===== src/rtl/player_motion_ctrl.sv =====
// Per-frame player pose sequencer: rotate or move one step per frame_tick, with trig LUT handshake.
// Optional PLAYER_CLAMP_EN: clamp position to [MIN,MAX] per axis instead of wrapping modulo 1024.
module player_motion_ctrl #(
  parameter int unsigned X0          = 160,
  parameter int unsigned Y0          = 120,
  parameter int unsigned ANG0        = 0,
  parameter int unsigned ROT_STEP    = 1,
  parameter int unsigned SPEED_SHIFT = 2,
  parameter int unsigned XMIN        = 0,
  parameter int unsigned XMAX        = 639,
  parameter int unsigned YMIN        = 0,
  parameter int unsigned YMAX        = 479
) (
  input  logic       clk,
  input  logic       reset,
  input  logic       frame_tick,
  input  logic [7:0] keycode,
  output logic       trig_req,
  input  logic       trig_gnt,
  output logic [9:0] trig_ang,
  input  logic [9:0] trig_cos,
  input  logic [9:0] trig_sin,
  output logic [9:0] playerx,
  output logic [9:0] playery,
  output logic [9:0] playerang,
  output logic       busy,
  output logic       update_done,
  output logic       overrun
);

  typedef enum logic [2:0] {IDLE, ROT, REQ, WAIT, MOVE, DONE} state_t;

  localparam logic [7:0] KEY_A = 8'h04;
  localparam logic [7:0] KEY_D = 8'h07;
  localparam logic [7:0] KEY_W = 8'h1A;
  localparam logic [7:0] KEY_S = 8'h16;
  localparam logic [9:0] ROT_W = 10'(ROT_STEP);

  state_t      state;
  logic [7:0]  key_q;
  logic [9:0]  cos_q, sin_q;
  logic [9:0]  rot_ang;
  logic [9:0]  next_x, next_y;
  logic signed [9:0] dx, dy;
  logic        fwd;

  assign trig_ang = playerang;
  assign fwd      = (key_q == KEY_W);
  assign dx       = $signed(cos_q) >>> SPEED_SHIFT;
  assign dy       = $signed(sin_q) >>> SPEED_SHIFT;

  // Angle stays below 360 and ROT_STEP <= 359, so 10-bit intermediates never overflow.
  always_comb begin
    rot_ang = playerang;
    if (key_q == KEY_A)
      rot_ang = (playerang < ROT_W) ? playerang + 10'd360 - ROT_W : playerang - ROT_W;
    else
      rot_ang = (playerang + ROT_W > 10'd359) ? playerang + ROT_W - 10'd360 : playerang + ROT_W;
  end

`ifdef PLAYER_CLAMP_EN
  function automatic logic [9:0] bound(input logic [11:0] s, input int unsigned lo, input int unsigned hi);
    if ($signed(s) < $signed(12'(lo)))      return 10'(lo);
    else if ($signed(s) > $signed(12'(hi))) return 10'(hi);
    else                                    return s[9:0];
  endfunction

  logic [11:0] sum_x, sum_y;

  always_comb begin
    sum_x = '0;
    sum_y = '0;
    if (fwd) begin
      sum_x = {2'b00, playerx} + {{2{dx[9]}}, dx};
      sum_y = {2'b00, playery} + {{2{dy[9]}}, dy};
    end else begin
      sum_x = {2'b00, playerx} - {{2{dx[9]}}, dx};
      sum_y = {2'b00, playery} - {{2{dy[9]}}, dy};
    end
    next_x = bound(sum_x, XMIN, XMAX);
    next_y = bound(sum_y, YMIN, YMAX);
  end
`else
  // Low 10 bits of the 12-bit signed sum equal a plain modulo-1024 add/subtract.
  always_comb begin
    next_x = '0;
    next_y = '0;
    if (fwd) begin
      next_x = playerx + dx;
      next_y = playery + dy;
    end else begin
      next_x = playerx - dx;
      next_y = playery - dy;
    end
  end
`endif

  always_ff @(posedge clk) begin
    if (reset) begin
      state       <= IDLE;
      key_q       <= '0;
      cos_q       <= '0;
      sin_q       <= '0;
      playerx     <= 10'(X0);
      playery     <= 10'(Y0);
      playerang   <= 10'(ANG0);
      trig_req    <= 1'b0;
      busy        <= 1'b0;
      update_done <= 1'b0;
      overrun     <= 1'b0;
    end else begin
      update_done <= 1'b0;
      if (frame_tick && state != IDLE)
        overrun <= 1'b1;
      unique case (state)
        IDLE: begin
          if (frame_tick) begin
            key_q <= keycode;
            busy  <= 1'b1;
            case (keycode)
              KEY_A, KEY_D: state <= ROT;
              KEY_W, KEY_S: begin
                state    <= REQ;
                trig_req <= 1'b1;
              end
              default: begin
                state       <= DONE;
                update_done <= 1'b1;
              end
            endcase
          end
        end
        ROT: begin
          playerang   <= rot_ang;
          state       <= DONE;
          update_done <= 1'b1;
        end
        REQ: begin
          if (trig_gnt) begin
            trig_req <= 1'b0;
            state    <= WAIT;
          end
        end
        WAIT: begin
          cos_q <= trig_cos;
          sin_q <= trig_sin;
          state <= MOVE;
        end
        MOVE: begin
          playerx     <= next_x;
          playery     <= next_y;
          state       <= DONE;
          update_done <= 1'b1;
        end
        DONE: begin
          state <= IDLE;
          busy  <= 1'b0;
        end
        default: state <= IDLE;
      endcase
    end
  end

endmodule

===== config.mk =====
export PLATFORM = sky130hd
export DESIGN_NAME = player_motion_ctrl
export DESIGN_NICKNAME = d
export VERILOG_FILES = /design/src/rtl/player_motion_ctrl.sv
export SDC_FILE = /design/constraint.sdc
export NUM_CORES = 1
export LEC_CHECK = 0
export ABC_AREA = 1
export ABC_CLOCK_PERIOD_IN_PS = 3000
export BUFFER_PORTS_ARGS = -buffer_cell sky130_fd_sc_hd__buf_4
export CELL_PAD_IN_SITES_DETAIL_PLACEMENT = 1
export CELL_PAD_IN_SITES_GLOBAL_PLACEMENT = 2
export CORE_MARGIN = 3
export CORE_UTILIZATION = 31
export CTS_CLUSTER_SIZE = 40
export DETAILED_ROUTE_END_ITERATION = 6
export PLACE_DENSITY_LB_ADDON = 0.1
export SYNTH_ARGS = -nofsm -noshare
export SYNTH_HDL_FRONTEND = slang
export SYNTH_SLANG_ARGS = --single-unit

===== constraint.sdc =====
create_clock -name clk -period 3 [get_ports clk]
set_input_delay 0.3 -clock clk [delete_from_list [all_inputs] [get_ports clk]]
set_output_delay 0.3 -clock clk [all_outputs]
set_load 0.01 [all_outputs]

==> results.tsv <==
metric	value	unit
vdd_drop_max	0.291	mV
clkSlewWorstSetupHoldPaths	60	ps
worst_path_most_repeated_cell	inv_1	
holdBufCountCts	0	
fp.dieW	124	um
grt_max_degree	29	
pwr-share-comb	55.6	%
avgSynthCellArea	6.65	um2
routed_wl	12800	um
syn_inst	654	
clock_latency	350	ps
synth.most_common_cell	nand2_1	
setup.worst_path.start_class	flop	
crit_fanout	4	
syn_nets	711	
switching_power	2.49	mW
area_growth	22.2	%
drv_slew	0	
fin_nets	773	
first_global_vias	4370	
end_kind	flop	
pwr-share-seq	24.1	%
core_area	13500	um2
synthTopCellsByCount	nand2_1 (116), inv_1 (91), a21oi_1 (66)	
antenna_found_initial	0	
hold_viol_final	0	
clockBufferDepth	2	
antennaDiodeCount	0	
max_stage_delay	440	ps
place_hpwl	10000	um
path_cells	inv_1 > nor4_1 > nand2_1 > inv_1 > nor2_1 > a21oi_1 > inv_1 > fa_1 > o21ai_0 > buf_4 > a21oi_1 > nor2_1 > nor2_1 > xnor2_1 > o21ai_0 > inv_1	
place_congestion	0.780	
setup_viol	0	
drt_first_pass_iters	4	
min_period	2820	ps
hp-class	in2reg	
utilization	39.5	%
grt_use_total	16.8	%
rr_startpoint	key_q[1]	
crit_slowest_cell	fa_1	
netlist_area	4350	um2
ios	76	
skew	6.41	ps
viasPerCell	4.80	
p_per_area	1010	nW/um2
outcome	finished clean	
vias	4310	
portBuffers	71	
rsz0062_at_grt	yes	
crit_start	key_q[1]	
h-tree-depth	3	
root_buffer	clkbuf_16	
ys_types	41	
yosysTopAreaCellShare	28.1	%
postRouteAntennaNets	0	
fmax	0.355	GHz
synthArstFlopShare	0	%
synth_area_leader_cell	dfxtp_1	
intPower	2.90	mW
ys_seq_elements	61	
first_iter_violations	163	
finish.instance_area	5310	um2
tritoncts	yes	
ys.warnings.count	0	
initial_utilization	32.3	%
crit_type	reg2reg	
drc_errors	0	
wl_per_cell	14.2	um
clkPwrFrac	20.3	%
grt_overflow_total	0	
dieArea	15500	um2
worst_pin_slew	619	ps
grt_first_pass_wirelength	21300	um
cts_buffers	9	
drive_gt1_share	18.3	%
placed_area	5000	um2
rows	42	
cts_sinks	61	
leakagePower	2.59	nW
yosysSeqAreaShare	28.1	%
die_h	124	um
yosys-top-cells-area	dfxtp_1 (28%), nand2_1 (10%), inv_1 (7.9%)	
synth_edf_count	0	
cp.required	3230	ps
slew_headroom	58.4	%
critical_path_arrival	3050	ps
hp-start	trig_cos[5]	
post-route-period-util	93.9	%
sw_frac_of_total	46.2	%
maxCapViolations	0	
synth_top_flop_cell	dfxtp_1	
routing by layer:
metal | wire length, um | vias up | track usage, % | part of all wire, %
met5 | 0 | - | 0 | 0
met3 | 450 | 12 | 3.99 | 3.5
met2 | 5420 | 66 | 25.8 | 42
met4 | 178 | 0 | 5.74 | 1.4
met1 | 6710 | 1990 | 23.2 | 53
li1 | - | 2242 | - | -
power groups by stage:
stage	logic (mW)	registers [mW]	clock network [mW]
3_3_place_gp	2.91	1.30	0
2_1_floorplan	2.10	1.30	0
5_1_grt	3.43	1.34	1.17
6_report	2.99	1.30	1.09
3_5_place_dp	3.01	1.32	0
4_1_cts	3.02	1.30	1.13
logic make-up after synthesis:
group                    Yosys count  share of synthesized area, %
AND/OR/NAND/NOR                  264                          27.8
AO/OA/AOI/OAI                    151                          18.8
buffers and inverters            126                          12.3
flip-flops                        61                          28.1
XOR/XNOR                          27                          5.44
adder cells (fa/ha/maj)           25                          7.54
layout by cell type (no fill, tap or decap), drive strengths merged, types with 4 or more instances in the layout:
| cell type | instances |
|---|---|
| dfxtp | 61 |
| ha | 23 |
| xor2 | 22 |
| inv | 94 |
| xnor2 | 5 |
| nand3 | 39 |
| nor2 | 71 |
| nand4 | 9 |
| buf | 79 |
| nand2 | 127 |
| o21ai | 63 |
| nor3 | 10 |
| clkinv | 6 |
| clkbuf | 11 |
| a21o | 4 |
| a21oi | 71 |
per-stage QoR:
step                hold WS, ps  TNS [ps]  std cells  power [mW]  setup slack [ps]
finish                      180         0        897        5.38               184
global route                184     -36.6        897        5.94             -21.9
detailed placement          447         0        881        4.33               221
CTS                         165         0        897        5.45               186
global placement            440         0        881        4.22               264
floorplan                   429         0        654        3.40               445
area by class of cell:
type	instances	area [um2]
fillers	1747	8140
multi-input cells	467	2590
flip-flops and latches	61	1220
repair buffers	79	593
inverters	98	373
clock buffers	11	253
well taps	176	220
clock inverters	5	58.8
repair_timing:
item | 4_1_cts | 5_1_grt
setup buffers | 0 | 0
resized for setup | 0 | 1
endpoints found under the setup margin | 0 | 1
state kept, by name, indices dropped and copies added, names as in the netlist, 3 cells and up:
signal,cells
playerang,10
playerx,10
playery,10
cos_q,8
key_q,8
sin_q,8
state,3
worst max-delay path: cells and delay by family, from the launching register on:
kind	cells	cell delay, ps
simple gates	5	630
xor+xnor	1	110
buf+inv	5	540
fa+ha+maj	1	440
flops	1	330
compound gates	4	650
worst paths after layout:
kind,to,slack [ps],cells past startpoint
max,playerx[6],180,16
min reg2reg,key_q[7],450,2
max reg2reg,playerx[6],180,16
min,cos_q[5],180,3
(Power assumes the default switching activity.)
